--- config.mk ---
export PLATFORM = sky130hd
export DESIGN_NAME = branch_predictor_btb
export DESIGN_NICKNAME = d
export VERILOG_FILES = /design/src/rtl/mips_core_pkg.sv /design/src/rtl/branch_predictor_btb_sat_counter.sv /design/src/rtl/branch_predictor_btb.sv
export SDC_FILE = /design/constraint.sdc
export NUM_CORES = 2
export LEC_CHECK = 0
export BUFFER_PORTS_ARGS = -buffer_cell sky130_fd_sc_hd__buf_2
export CORE_UTILIZATION = 33
export DETAILED_ROUTE_END_ITERATION = 10
export PLACE_DENSITY = 0.5
export REMOVE_ABC_BUFFERS = 1
export SETUP_SLACK_MARGIN = 0.02
export SYNTH_ARGS = -nofsm -noshare
export SYNTH_HDL_FRONTEND = slang
export SYNTH_HIERARCHICAL = 1
export SYNTH_SLANG_ARGS = --single-unit
export TNS_END_PERCENT = 50
--- constraint.sdc ---
create_clock -name clk -period 3.7 [get_ports clk]
set_clock_uncertainty 0.05 [all_clocks]
set_input_delay 0 -clock clk [delete_from_list [all_inputs] [get_ports clk]]
set_output_delay 0 -clock clk [all_outputs]
set_load 0.02 [all_outputs]
--- src/rtl/mips_core_pkg.sv ---
// Shared fetch/decode types for the MIPS core.
package mips_core_pkg;

  typedef enum logic {
    NOT_TAKEN = 1'b0,
    TAKEN     = 1'b1
  } BranchOutcome;

endpackage

--- src/rtl/branch_predictor_btb_sat_counter.sv ---
// Saturating up/down counter with synchronous clear and parallel load.
// Priority: clr > load > inc > dec. It never wraps in either direction.
module sat_counter #(
  parameter int unsigned           WIDTH     = 2,
  parameter logic [WIDTH-1:0]      RESET_VAL = '0
) (
  input  logic             clk,
  input  logic             rst,
  input  logic             clr,
  input  logic             load,
  input  logic [WIDTH-1:0] load_val,
  input  logic             inc,
  input  logic             dec,
  output logic [WIDTH-1:0] count
);

  logic [WIDTH-1:0] count_q, count_d;

  // Next-count selection with saturation at both ends.
  always_comb begin
    count_d = count_q;
    if (clr)
      count_d = RESET_VAL;
    else if (load)
      count_d = load_val;
    else if (inc && (count_q != '1))
      count_d = count_q + WIDTH'(1);
    else if (dec && (count_q != '0))
      count_d = count_q - WIDTH'(1);
  end

  // Counter register, asynchronously returned to its reset value.
  always_ff @(posedge clk or posedge rst) begin
    if (rst) count_q <= RESET_VAL;
    else     count_q <= count_d;
  end

  assign count = count_q;

endmodule

--- src/rtl/branch_predictor_btb.sv ---
// Direct-mapped BTB with per-entry saturating direction counters, optional
// gshare indexing and saturating resolution/mispredict statistics.
module branch_predictor_btb
  import mips_core_pkg::*;
#(
  parameter int unsigned ADDR_WIDTH = 32,
  parameter int unsigned INDEX_BITS = 6,
  parameter int unsigned TAG_BITS   = 8,
  parameter int unsigned CTR_BITS   = 2,
  parameter int unsigned GHR_BITS   = 0,
  parameter int unsigned CNT_WIDTH  = 32
) (
  input  logic                  clk,
  input  logic                  rst,
  input  logic                  clear,
  input  logic [ADDR_WIDTH-1:0] fetch_pc,
  output logic                  pred_valid,
  output logic [ADDR_WIDTH-1:0] pred_target,
  output BranchOutcome          pred_outcome,
  input  logic                  res_valid,
  input  logic [ADDR_WIDTH-1:0] res_pc,
  input  logic [ADDR_WIDTH-1:0] res_target,
  input  BranchOutcome          res_prediction,
  input  BranchOutcome          res_outcome,
  output logic [CNT_WIDTH-1:0]  stat_resolved,
  output logic [CNT_WIDTH-1:0]  stat_mispredict
);

  localparam int unsigned ENTRIES = 1 << INDEX_BITS;
  localparam logic [CTR_BITS-1:0] CTR_WEAK_NT = CTR_BITS'((1 << (CTR_BITS - 1)) - 1);
  localparam logic [CTR_BITS-1:0] CTR_WEAK_T  = CTR_BITS'(1 << (CTR_BITS - 1));

  logic [ENTRIES-1:0]    valid_q, valid_d;
  logic [TAG_BITS-1:0]   tag_q    [ENTRIES];
  logic [TAG_BITS-1:0]   tag_d    [ENTRIES];
  logic [ADDR_WIDTH-1:0] target_q [ENTRIES];
  logic [ADDR_WIDTH-1:0] target_d [ENTRIES];
  logic [CTR_BITS-1:0]   ctr_val  [ENTRIES];

  logic [INDEX_BITS-1:0] ghr_idx;
  logic [INDEX_BITS-1:0] f_idx, r_idx;
  logic [TAG_BITS-1:0]   f_tag, r_tag;
  logic                  f_hit, r_hit, r_taken;
  logic                  upd_en, alloc, hit_inc, hit_dec;
  logic                  unused_pc_bits;

  // Only the index/tag fields of the PCs participate in the lookup.
  assign unused_pc_bits = ^{fetch_pc, res_pc};

  // Global history; absent in bimodal mode so the index XOR term is zero.
  if (GHR_BITS > 0) begin : g_ghr
    logic [GHR_BITS-1:0] ghr_q, ghr_d;
    logic [GHR_BITS:0]   ghr_shift;

    // Non-speculative history: shifts only on resolved branches.
    always_comb begin
      ghr_shift = {ghr_q, (res_outcome == TAKEN)};
      ghr_d     = ghr_q;
      if (clear)
        ghr_d = '0;
      else if (res_valid)
        ghr_d = ghr_shift[GHR_BITS-1:0];
    end

    // History register.
    always_ff @(posedge clk or posedge rst) begin
      if (rst) ghr_q <= '0;
      else     ghr_q <= ghr_d;
    end

    assign ghr_idx = INDEX_BITS'(ghr_q);
  end else begin : g_bimodal
    assign ghr_idx = '0;
  end

  // Index/tag extraction for both the fetch lookup and the training port.
  always_comb begin
    f_idx   = fetch_pc[INDEX_BITS+1:2] ^ ghr_idx;
    f_tag   = fetch_pc[TAG_BITS+INDEX_BITS+1:INDEX_BITS+2];
    r_idx   = res_pc[INDEX_BITS+1:2] ^ ghr_idx;
    r_tag   = res_pc[TAG_BITS+INDEX_BITS+1:INDEX_BITS+2];
    f_hit   = valid_q[f_idx] && (tag_q[f_idx] == f_tag);
    r_hit   = valid_q[r_idx] && (tag_q[r_idx] == r_tag);
    r_taken = (res_outcome == TAKEN);
    upd_en  = res_valid && !clear;
    alloc   = upd_en && !r_hit && r_taken;
    hit_inc = upd_en && r_hit && r_taken;
    hit_dec = upd_en && r_hit && !r_taken;
  end

  // Zero-latency prediction from registered table state (no bypass).
  always_comb begin
    pred_valid   = 1'b0;
    pred_target  = '0;
    pred_outcome = NOT_TAKEN;
    if (f_hit) begin
      pred_valid   = 1'b1;
      pred_target  = target_q[f_idx];
      pred_outcome = ctr_val[f_idx][CTR_BITS-1] ? TAKEN : NOT_TAKEN;
    end
  end

  // Table next-state: clear wins over allocation/target refresh.
  always_comb begin
    valid_d  = valid_q;
    tag_d    = tag_q;
    target_d = target_q;
    if (clear) begin
      valid_d = '0;
    end else if (alloc) begin
      valid_d[r_idx]  = 1'b1;
      tag_d[r_idx]    = r_tag;
      target_d[r_idx] = res_target;
    end else if (hit_inc) begin
      target_d[r_idx] = res_target;
    end
  end

  // Valid bits are the only table state that needs a reset.
  always_ff @(posedge clk or posedge rst) begin
    if (rst) valid_q <= '0;
    else     valid_q <= valid_d;
  end

  // Tag/target payload; meaningless until the matching valid bit is set.
  always_ff @(posedge clk) begin
    tag_q    <= tag_d;
    target_q <= target_d;
  end

  // One direction counter per entry.
  for (genvar i = 0; i < ENTRIES; i++) begin : g_ctr
    logic sel;
    assign sel = (r_idx == INDEX_BITS'(i));

    sat_counter #(
      .WIDTH     (CTR_BITS),
      .RESET_VAL (CTR_WEAK_NT)
    ) u_ctr (
      .clk      (clk),
      .rst      (rst),
      .clr      (clear),
      .load     (alloc && sel),
      .load_val (CTR_WEAK_T),
      .inc      (hit_inc && sel),
      .dec      (hit_dec && sel),
      .count    (ctr_val[i])
    );
  end

  // Statistics ignore clear so dropped updates are still accounted for.
  sat_counter #(
    .WIDTH     (CNT_WIDTH),
    .RESET_VAL ('0)
  ) u_stat_resolved (
    .clk      (clk),
    .rst      (rst),
    .clr      (1'b0),
    .load     (1'b0),
    .load_val ('0),
    .inc      (res_valid),
    .dec      (1'b0),
    .count    (stat_resolved)
  );

  sat_counter #(
    .WIDTH     (CNT_WIDTH),
    .RESET_VAL ('0)
  ) u_stat_mispredict (
    .clk      (clk),
    .rst      (rst),
    .clr      (1'b0),
    .load     (1'b0),
    .load_val ('0),
    .inc      (res_valid && (res_prediction != res_outcome)),
    .dec      (1'b0),
    .count    (stat_mispredict)
  );

endmodule

==> run_results.csv <==
group,metric,value,unit
logic_synthesis,synth_cell_types,84,
timing,period_share,118,%
worst_setup_path,crit_required,3650,ps
pwr,p_int,54900,µW
global_route,grt_max_degree,92,
status,outcome,"finished, violations left",
layout,drive_gt1_share,38.0,%
floorplan,placeableCoreArea,372000,µm²
timing,max_freq,228,MHz
pwr,power_density,464,nW/µm²
layout,synthToLayoutAreaGrowth,25.3,%
logic_synthesis,ys_async_sr_fraction,9.09,%
timing,slew_headroom,17.2,%
worst_setup_path,crit_type,"register to output port",
worst_setup_path,crit_path_end_kind,"output port",
detailed_routing,wl_per_cell,30.1,µm
worst_hold_path,min_path_type,"input pin to register",
clocking,ctsRootBufferMaster,"clkbuf_16",
floorplan,dieArea,376000,µm²
logic_synthesis,yosys_register_bits,2816,
logic_synthesis,syn_inst,6812,
pwr,seq_power_share,48.9,%
pwr,pwr-share-comb,9.0,%
detailed_routing,vias,74700,
timing,setup_ws,-680,ps
timing,finalSetupTns,-126250,ps
clocking,cts_buffers,311,
timing,slew_violations,0,
floorplan,num_rows,224,
place,post-dp-hpwl,254,mm
logic_synthesis,synthFlopType,"edfxtp_1",
logic_synthesis,synth_area_leaders,"edfxtp_1 62%, mux4_2 17%, dfrtp_1 3.9%, dfstp_2 1.4%, nor2_1 1.1%",
logic_synthesis,yosysSeqAreaShare,67.5,%
detailed_routing,vias_per_cell,5.50,
place,dp_cells,12900,
clocking,clk_pin_slew,60,ps
timing,fin_crit,4380,ps
global_route,grt_usage,21.4,%
timing,hold_viol_final,0,
layout,fin_area,155000,µm²
clocking,cts_num_sinks,2816,
worst_setup_path,critical_path_arrival,4330,ps
logic_synthesis,synth_largest_area_cell,"edfxtp_1",
layout,nFillCells,33200,
detailed_routing,drc,22,
timing,rsz0062_at_grt,"yes",
timing,worst_slew_pin_slew,1240,ps
detailed_routing,finalWirelength,409,mm
timing,setup_viol,655,
pwr,p_clk_share,42.0,%
logic_synthesis,synth_area,123000,µm²
clocking,htreeDepth,5,
place,placed_cell_area,140000,µm²
pwr,p_leak,0.0535,µW
logic_synthesis,synth_edf_count,2560,
floorplan,die_h,614,µm
place,port_buffers,163,
global_route,grt_antenna_before_repair,22,
pwr,switchingPower,16800,µW
global_route,grt_pass1_vias,76100,
pwr,switching_share,23.5,%
status,violations,"DRC, setup timing",
global_route,grt_pass1_wl,575,mm
layout,final_common_cell,"edfxtp_1",
floorplan,die_w,614,µm
worst_setup_path,start_kind,"register",
logic_synthesis,syn_area_per_cell,18.1,µm²
pwr,p_total,71700,µW
detailed_routing,antenna_left,0,
place,place_congestion,0.878,
logic_synthesis,yosysWarningCount,6,
global_route,grt-ovfl-total,0,
floorplan,initial_core_util,33.2,%
job,maxCapViolCount,0,
clocking,clock_latency,920,ps
detailed_routing,drtPass1Iterations,8,
clocking,cts_tree,"built",
layout,finalNetCount,8507,
pwr,ir_drop,0.352,mV
floorplan,io_pins,200,
layout,final_cells,13600,
detailed_routing,drtIter0Drc,7811,
logic_synthesis,netlist.area_leader.share,62.3,%
layout,final_cell_mix,"2560 x edfxtp_1, 956 x mux4_2, 767 x buf_4, 321 x clkbuf_16, 286 x nor2_1",
clocking,clock_path_buffers,4,
worst_setup_path,cp_max_fo,5,
[cells by family after synthesis]
family | count (synthesis) | synth area share [%]
flip-flops | 2816 | 67.5
AND/OR/NAND/NOR | 1210 | 5.22
AO/OA/AOI/OAI | 993 | 5.50
other | 2 | 0.00609
adder cells (fa/ha/maj) | 62 | 0.641
XOR/XNOR | 61 | 0.433
buffers and inverters | 564 | 1.99
multiplexers | 1104 | 18.7
[flip-flops by register name (all words and copies together) (netlist names)]
register / flops
u_stat_resolved/count: 32
target_q: 2048
u_stat_mispredict/count: 32
valid_q: 64
tag_q: 512
g_ctr.u_ctr/count: 128
[per-layer routing]
| layer | wire (µm) | share of wire (%) | track usage [%] |
|---|---|---|---|
| met1 | 174000 | 43 | 29.9 |
| met2 | 196000 | 48 | 34.8 |
| met3 | 27900 | 6.8 | 3.48 |
| met4 | 11100 | 2.7 | 5.27 |
| met5 | 44 | 0.011 | 0 |
[Yosys cell counts (60+ instances only)]
| master | count |
|---|---|
| buf_2 | 80 |
| clkbuf_1 | 169 |
| nor2b_1 | 106 |
| mux4_2 | 956 |
| o21ai_0 | 126 |
| edfxtp_1 | 2560 |
| o21a_1 | 74 |
| dfrtp_1 | 192 |
| a311o_1 | 64 |
| inv_1 | 205 |
| or4b_1 | 64 |
| ha_1 | 60 |
| nand2_1 | 241 |
| and2b_1 | 64 |
| nor3b_1 | 68 |
| mux2i_1 | 138 |
| dfstp_2 | 64 |
| o31ai_1 | 73 |
| buf_1 | 73 |
| o21ai_2 | 64 |
| a21oi_1 | 256 |
| nor2_1 | 371 |
| a211oi_1 | 116 |
[worst max-delay path: stages, from the launching register on]
cell and delay (ps):
dfrtp_1 390, buf_4 140, mux4_2 460, mux4_2 510, mux4_2 610, and3b_2 280, nand4_1 110, buf_6 160
inv_4 40, buf_12 160, buf_12 140, buf_16 140, and2_4 140, buf_6 130
[power groups by stage]
stage / logic, µW / registers [µW] / clock network, µW
after global routing: 6930 / 35100 / 31900
after CTS: 6240 / 35100 / 30700
after global placement: 6030 / 35700 / 0
after floorplan: 2800 / 35800 / 0
after detailed placement: 6090 / 35700 / 0
final: 6480 / 35100 / 30100
[what timing repair did]
action | CTS | global route
resized for setup | 511 | 274
cloned | 17 | 3
pin swaps | 180 | 170
buffers inserted | 59 | 44
setup endpoints to repair | 578 | 697
hold endpoints to repair | 2810 | 0
hold buffers | 49 | 0
[final timing paths]
path / start / to / slack, ps / cells after the start
setup / recovery: valid_q[61]$_DFFE_PP0P_ / pred_target[24] / -680 / 13
hold / removal: res_pc[11] / tag_q[235]$_DFFE_PP_ / 90 / 2
setup reg to reg: tag_q[235]$_DFFE_PP_ / g_ctr[31].u_ctr/count[1]$_DFFE_PP0P_ / -460 / 16
hold reg to reg: valid_q[10]$_DFFE_PP0P_ / valid_q[10]$_DFFE_PP0P_ / 500 / 2
max in group asynchronous: rst / valid_q[24]$_DFFE_PP0P_ / 2190 / 5
min in group asynchronous: rst / g_ctr[34].u_ctr/count[1]$_DFFE_PP0P_ / 430 / 5
[stage by stage]
step / utilization, % / hold slack [ps] / worst slack, ps
floorplan: - / -310 / -6360
global placement: 37.6 / 129 / -681
detailed placement: 37.6 / 137 / -655
CTS: 41.2 / 22.8 / -800
global route: 41.5 / 45.7 / -786
finish: 41.5 / 86.1 / -680
[final cells by class]
class                      count  area, µm²  area share [%]
sequential                  2816      83400            53.9
multi-input combinational   3692      41100            26.6
timing repair buffer        1316      13400            8.67
clock buffer                 411       8430            5.45
tap                         4972       6220            4.02
clock inverter               155       1340           0.863
inverter                     206        776           0.502
antenna                        7       17.5          0.0113
Power figures use the tool's default switching activity.
